$ cat src/rtl/top_if.sv
// Signal bundle for the AND/sync/count block: raw operands in, combinational
// and registered results, counters and coverage out.
interface top_if #(
  parameter int CNT_W = 8,
  parameter int HI_W  = 16
);
  logic             a;
  logic             b;
  logic             c;
  logic             c_q;
  logic [CNT_W-1:0] rise_cnt;
  logic [HI_W-1:0]  hi_cnt;
  logic [3:0]       seen;
  logic             all_seen;

  modport master (
    output a, b,
    input  c, c_q, rise_cnt, hi_cnt, seen, all_seen
  );

  modport slave (
    input  a, b,
    output c, c_q, rise_cnt, hi_cnt, seen, all_seen
  );
endinterface

$ cat src/rtl/top.sv
// AND of two asynchronous operands: a zero-latency combinational output plus a
// synchronized, registered path with saturating rise/high counters and coverage.
module top #(
  parameter int CNT_W = 8,
  parameter int HI_W  = 16
) (
  input  logic  clk,
  input  logic  rst,
  top_if.slave  bus
);

  // index 1 = a, index 0 = b, so {a_s,b_s} can index the coverage vector directly
  logic [1:0]       raw_in;
  logic [1:0]       meta_q, meta_d;
  logic [1:0]       sync_q, sync_d;
  logic             and_q, and_d;
  logic             and_prev_q, and_prev_d;
  logic [CNT_W-1:0] rise_q, rise_d;
  logic [HI_W-1:0]  hi_q, hi_d;
  logic [3:0]       seen_q, seen_d;

  assign raw_in = {bus.a, bus.b};

  generate
    for (genvar gi = 0; gi < 2; gi++) begin : g_sync
      always_comb begin
        meta_d[gi] = raw_in[gi];
        sync_d[gi] = meta_q[gi];
      end

      always_ff @(posedge clk or posedge rst) begin
        if (rst) begin
          meta_q[gi] <= 1'b0;
          sync_q[gi] <= 1'b0;
        end else begin
          meta_q[gi] <= meta_d[gi];
          sync_q[gi] <= sync_d[gi];
        end
      end
    end
  endgenerate

  always_comb begin
    and_d      = sync_q[1] & sync_q[0];
    and_prev_d = and_q;

    // and_prev_q is zero after reset, so the first high c_q counts as a rise
    rise_d = rise_q;
    if (and_q && !and_prev_q && (rise_q != {CNT_W{1'b1}})) begin
      rise_d = rise_q + CNT_W'(1);
    end

    hi_d = hi_q;
    if (and_q && (hi_q != {HI_W{1'b1}})) begin
      hi_d = hi_q + HI_W'(1);
    end

    seen_d         = seen_q;
    seen_d[sync_q] = 1'b1;
  end

  always_ff @(posedge clk or posedge rst) begin
    if (rst) begin
      and_q      <= 1'b0;
      and_prev_q <= 1'b0;
      rise_q     <= '0;
      hi_q       <= '0;
      seen_q     <= '0;
    end else begin
      and_q      <= and_d;
      and_prev_q <= and_prev_d;
      rise_q     <= rise_d;
      hi_q       <= hi_d;
      seen_q     <= seen_d;
    end
  end

  // Combinational path is deliberately independent of clk and rst
  assign bus.c        = bus.a & bus.b;
  assign bus.c_q      = and_q;
  assign bus.rise_cnt = rise_q;
  assign bus.hi_cnt   = hi_q;
  assign bus.seen     = seen_q;
  assign bus.all_seen = &seen_q;

endmodule

$ cat src/flat_wrapper.sv
// flat-port wrapper written by rule: the top's interface ports become plain ports
module top_flat 
#(
  parameter int CNT_W = 8,
  parameter int HI_W  = 16
)
  (clk, rst, bus_a, bus_b, bus_c, bus_c_q, bus_rise_cnt, bus_hi_cnt, bus_seen, bus_all_seen);
  top_if #(.CNT_W(CNT_W), .HI_W(HI_W)) bus_i ();
  input  logic clk;
  input  logic rst;
  input wire logic [$bits(bus_i.a)-1:0] bus_a;
  input wire logic [$bits(bus_i.b)-1:0] bus_b;
  output wire logic [$bits(bus_i.c)-1:0] bus_c;
  output wire logic [$bits(bus_i.c_q)-1:0] bus_c_q;
  output wire logic [$bits(bus_i.rise_cnt)-1:0] bus_rise_cnt;
  output wire logic [$bits(bus_i.hi_cnt)-1:0] bus_hi_cnt;
  output wire logic [$bits(bus_i.seen)-1:0] bus_seen;
  output wire logic [$bits(bus_i.all_seen)-1:0] bus_all_seen;
  assign bus_i.a = bus_a;
  assign bus_i.b = bus_b;
  assign bus_c = bus_i.c;
  assign bus_c_q = bus_i.c_q;
  assign bus_rise_cnt = bus_i.rise_cnt;
  assign bus_hi_cnt = bus_i.hi_cnt;
  assign bus_seen = bus_i.seen;
  assign bus_all_seen = bus_i.all_seen;
  top #(.CNT_W(CNT_W), .HI_W(HI_W)) u_core (.clk(clk), .rst(rst), .bus(bus_i));
endmodule
$ cat config.mk
export PLATFORM = sky130hd
export DESIGN_NAME = top_flat
export DESIGN_NICKNAME = d
export VERILOG_FILES = /design/src/rtl/top_if.sv /design/src/rtl/top.sv /design/src/flat_wrapper.sv
export SDC_FILE = /design/constraint.sdc
export NUM_CORES = 1
export LEC_CHECK = 0
export BUFFER_PORTS_ARGS = -buffer_cell sky130_fd_sc_hd__buf_2
export CAP_MARGIN = 30
export CORE_ASPECT_RATIO = 0.9
export CORE_MARGIN = 2
export CORE_UTILIZATION = 52
export CTS_CLUSTER_SIZE = 24
export DETAILED_ROUTE_END_ITERATION = 10
export GPL_TIMING_DRIVEN = 0
export PLACE_DENSITY = 0.78
export SETUP_SLACK_MARGIN = 0.3
export SYNTH_ARGS = -nofsm -noshare
export SYNTH_HDL_FRONTEND = slang
export SYNTH_SLANG_ARGS = --single-unit
export TNS_END_PERCENT = 20
$ cat constraint.sdc
create_clock -name clk -period 2.01 [get_ports clk]
set_clock_uncertainty 0.05 [all_clocks]
set_input_delay 0.1005 -clock clk [delete_from_list [all_inputs] [get_ports clk]]
set_output_delay 0.1005 -clock clk [all_outputs]
set_load 0.005 [all_outputs]
## Word level (Yosys, flattened, before mapping)

Cells that the tools add are included.

| storage, ports and cells | value |
|---|---|
| bits in registers | 34 |
| bits of input ports | 4 |
| output and inout port bits | 31 |
| word-level logic and storage cells | 26 |

| operators by class | value |
|---|---|
| add/subtract/negate cells | 2 |
| magnitude comparators | 2 |
| equal/unequal tests | 2 |
| mux-type cells | 2 |
| bitwise logic cells | 3 |
| reduce and logical (&&, ||, !) cells | 6 |

Operators with widths:

| kind | count |
|---|---|
| $add 16x1->16 const B | 1 |
| $ne 16x16->1 const B | 1 |
| $add 8x1->8 const B | 1 |
| $ne 8x8->1 const B | 1 |
| $logic_and 1x1->1 | 4 |
| $or 4x4->4 | 1 |
| $reduce_and 4->1 | 1 |
| $lt 2x3->1 const B | 1 |
| $and 1x1->1 | 2 |
| $demux 1 s2 | 1 |
| $ge 2x1->1 const B | 1 |
| $logic_not 1->1 | 1 |
| $mux 1 | 1 |

## Logic depth before layout (Yosys ltp)

| depth | value |
|---|---|
| word-level depth | 5 |
| mapped depth | 5 |

## Worst setup path before layout

Ideal clock, no wire load.

| path | value |
|---|---|
| kind | reg-to-reg |
| start point | register u_core.hi_q[0] (netlist: u_core.bus.hi_cnt[0]) |
| end point | register u_core.hi_q[1] (netlist: u_core.bus.hi_cnt[1]) |
| setup time | 125 ps |
| arrival time | 1518 ps |
| path slack | 317 ps |
| cell stages (with the launch flop) | 6 |
| cells stage by stage | dfrtp_1 > ha_1 > and4_2 > and4_4 > nand2b_4 > mux2_4 |

| between the ends | value |
|---|---|
| longest elaborated chain between the ends | 2 |

RTL lines:

| what | line | RTL |
|---|---|---|
| from (decl) | top.sv:19 | `logic [HI_W-1:0] hi_q, hi_d;` |
| from (signal assigned) | top.sv:73 | `hi_q <= hi_d;` |
| parallel branches: the longest is 2 deep, another holds $add 16x1->16 | n/a |  |

Parallel ways; which one is timed is not known.
A chain may end at the register's enable or synchronous reset.

## Worst setup path after layout

Ends and elaborated chain as after synthesis.

==> summary by stage <==
Timing
The final critical path takes up 83.3% of the cycle. The number of failing hold endpoints at the final stage is 0. The final setup violation count is 0.

Adding up every negative setup slack in the final design gives 0 ns. The highest clock frequency the design can meet is 597 MHz. Setup repair after global routing could not meet its margin everywhere. At the pin with the least slew margin, the transition time is 0.460 ns. The total count of max-transition violations in the final report is 0. The normalized max-slew margin is 69.3%. Counting I/O delays and the setup requirement, the final critical path takes 1.67 ns.

Route
The via total after detailed routing is 1,120. For this run, design rule violations remaining after detail routing come to 0. The routed wire length is 2870 um.

The number of design-rule violations left by the first detailed-router iteration is 37. Before antenna repair, the detailed router went through 4 iterations. The detailed-route vias per instance is 5.23. In this run the remaining antenna-violating nets after routing total 0. The average wire per standard cell is 13.4 um.

CTS
TritonCTS built the clock tree. The clock input transition at the sequential cells of the worst setup and hold paths is 0.10 ns. The clock network latency to the later pin of the worst-skew pair is 0.33 ns. The buffer cell driving the clock tree root is sky130_fd_sc_hd__clkbuf_4. The clock net in this run drives a total of 34 sinks. The number of clock buffers inserted by TritonCTS is 5.

The total number of H-tree levels is 2. The number of setup buffers added after CTS is 0. The maximum root-to-sink buffer count is 2.

Global routing
The global-route wire length before repair is 4780 um. The number of global-route vias before repair came to 1,068. After global routing, the most crowded layer is met2. Global routing consumed, on the met1 layer, 25.5% of the routing resources. Global routing consumed, on the met3 layer, 5.12% of the routing resources. The largest net degree at the start of global routing is 26. Global routing consumed, over all layers together, 20.6% of the routing resources. The met2 capacity usage during global routing is 33.7%. The total overflow left after global routing is 0.

The initial antenna violation count was 0.

Floorplan
The number of primary I/O pins is 35. From left edge to right edge, the die measures 60.6 um. The number of cell rows is 18.

For this configuration, the core starts out at a cell density of 54.5%. The placeable core region is 2750 sq um. The die covers 3330 sq um. The floorplan step set the die height to 54.9 um.

Finish
The count of inserted antenna diode cells is 0. The area growth from synthesis to layout is 24.3%. The count of fill cells added during filler insertion is 218. Excluding fillers, the count of instances in the completed layout stands at 214. Of the cells placed in the final design, the portion with a size suffix greater than 1 is 33.3%. In the layout the commonest cells are 34 x sky130_fd_sc_hd__buf_2, 31 x sky130_fd_sc_hd__dfrtp_1, 11 x sky130_fd_sc_hd__nand3_1.

At the end of the flow, the number of nets in the layout was 179. The most frequent standard cell in the layout excluding fill and tap cells is sky130_fd_sc_hd__buf_2. The finished cells cover 1860 sq um.

Synthesis
The total of warnings raised by yosys is 0. For this run, asynchronously set or reset flops after synthesis account for 100%. The number of nets produced by synthesis is 134.

The average cell area after synthesis is 11.7 sq um. The number of synthesized flops with an enable pin is 0. The synthesized netlist contains 35 unique library cells. The sequential area share after synthesis is 56.8%. Among all flip-flop cells after synthesis, the most frequent one is sky130_fd_sc_hd__dfrtp_1. The post-synthesis cell count is 128. The cell area after technology mapping is 1500 sq um.

The post-synthesis register bit count is 34.

Status
The run finished with clean final reports.

Worst setup path
The arrival time reported for the critical path endpoint is 1.85 ns. In this run the worst path has a maximum fanout of 7. STA classifies the critical path endpoint as a flip-flop. Data on the critical path is required at its endpoint by 2.18 ns. The worst setup path is launched from a flip-flop.

Together, buffers and inverters on the worst path number 0. The worst stage delay on the critical path is 0.45 ns. The largest individual stage delay along the critical path comes from the cell sky130_fd_sc_hd__dfrtp_2.

The critical path goes through ha_4 -> and4_2 -> and4_4 -> nand2b_4 -> mux2_4. The type of the setup path with the least slack is reg -> reg. The kind of cell with the highest combined delay on the critical path is simple AND/OR/NAND/NOR gates.

Power and ir drop
The total power divided by cell area is 929 nW/um^2. Total power for the finished layout comes to 1.73 mW. Across the VDD grid, the largest voltage drop is 0.000717 V. Summed over all cells, the static leakage comes to 0.889 nW.

Place
Buffers placed on the I/O ports in this run total 34. Summed over all nets, the half-perimeter wirelength after detailed placement is 2090 um. The post-detailed-placement cell area is 1750 sq um. Including well taps, the total number of placed cells is 203. The routability congestion estimate from global placement is 0.783.

Flow run
The count of max-cap constraint violations is 0.

Min path
The tightest min-delay check is of the in -> async type.
[tightest hold or removal path, cell delays in order]
cell	delay [ns]
sky130_fd_sc_hd__dlygate4sd3_1	0.53
sky130_fd_sc_hd__buf_2	0.12
sky130_fd_sc_hd__inv_1	0.34
[cell type report]
type / instances / area [sq um] / share of cell area (%)
well taps: 40 / 50.0 / 2.69
multi-input cells: 89 / 642 / 34.5
plain buffers: 2 / 16.3 / 0.874
inverters: 3 / 11.3 / 0.605
flip-flops and latches: 34 / 855 / 45.9
clock inverters: 1 / 5.00 / 0.269
clock buffers: 7 / 55.1 / 2.96
repair buffers: 38 / 228 / 12.2
[worst paths after layout]
check,start,endpoint,slack [ns],cells after the start
setup / recovery,u_core.bus.hi_cnt[0],u_core.bus.hi_cnt[1],0.34,5
hold / removal,rst,u_core.meta_q[1],0.27,3
setup reg to reg,u_core.bus.hi_cnt[0],u_core.bus.hi_cnt[1],0.34,5
hold reg to reg,u_core.meta_q[0],u_core.sync_q[0],0.32,0
max in group asynchronous,rst,u_core.bus.hi_cnt[0],1.16,4
min in group clk,u_core.meta_q[0],u_core.sync_q[0],0.32,0
[registers in the layout (all words and copies together) (netlist names)]
register	count
u_core.bus.c_q	1
u_core.bus.seen	4
u_core.meta_q	2
u_core.sync_q	2
u_core.bus.hi_cnt	16
u_core.and_prev_q	1
u_core.bus.rise_cnt	8
[synthesized netlist by cell type (3+ instances only)]
cell,n,area (sq um)
sky130_fd_sc_hd__and4_1,4,35.0
sky130_fd_sc_hd__inv_1,3,11.3
sky130_fd_sc_hd__nor2_1,6,22.5
sky130_fd_sc_hd__nand3_1,11,55.1
sky130_fd_sc_hd__nand4_1,5,31.3
sky130_fd_sc_hd__nand2_1,8,30.0
sky130_fd_sc_hd__and3_1,3,18.8
sky130_fd_sc_hd__nor3_1,5,25.0
sky130_fd_sc_hd__dfrtp_1,34,851
sky130_fd_sc_hd__xor2_1,9,78.8
sky130_fd_sc_hd__and2_1,4,25.0
sky130_fd_sc_hd__xnor2_1,7,61.3
[kinds of logic after synthesis]
logic type / share of synthesized area (%)
AOI/OAI and AO/OA: 4.51
xor gates and xnor gates: 9.36
adders and majority gates: 1.67
buffers and inverters: 1.84
DFF: 56.8
muxes: 3.26
and+or+nand+nor: 22.6
[routing by layer]
layer / routed length [um] / vias up
met5: 0 / -
met4: 56 / 0
met3: 127 / 7
met2: 1470 / 25
met1: 1230 / 550
li1: - / 538
[stage by stage]
stage | setup WS [ns] | utilization [%] | hold slack [ns]
2_1_floorplan | 0.317 | - | 0.0819
3_3_place_gp | 0.230 | 62.5 | 0.168
3_5_place_dp | 0.197 | 63.5 | 0.0860
4_1_cts | 0.282 | 67.3 | 0.262
5_1_grt | 0.282 | 67.8 | 0.282
6_report | 0.335 | 67.8 | 0.268
[where the power goes]
part / internal, mW / switching (mW) / leakage, nW / total (mW)
logic: 0.223 / 0.169 / 0.434 / 0.392
clock network: 0.169 / 0.210 / 0.0353 / 0.379
registers: 0.802 / 0.156 / 0.420 / 0.958
total: 1.19 / 0.534 / 0.889 / 1.73
[timing repair]
| action | in CTS | in global routing |
|---|---|---|
| hold endpoints to repair | 11 | 0 |
| resized for setup | 3 | 4 |
| pin swaps | 0 | 1 |
| setup endpoints to repair | 3 | 4 |
| hold buffers | 3 | 0 |
(Power assumes the default switching activity.)
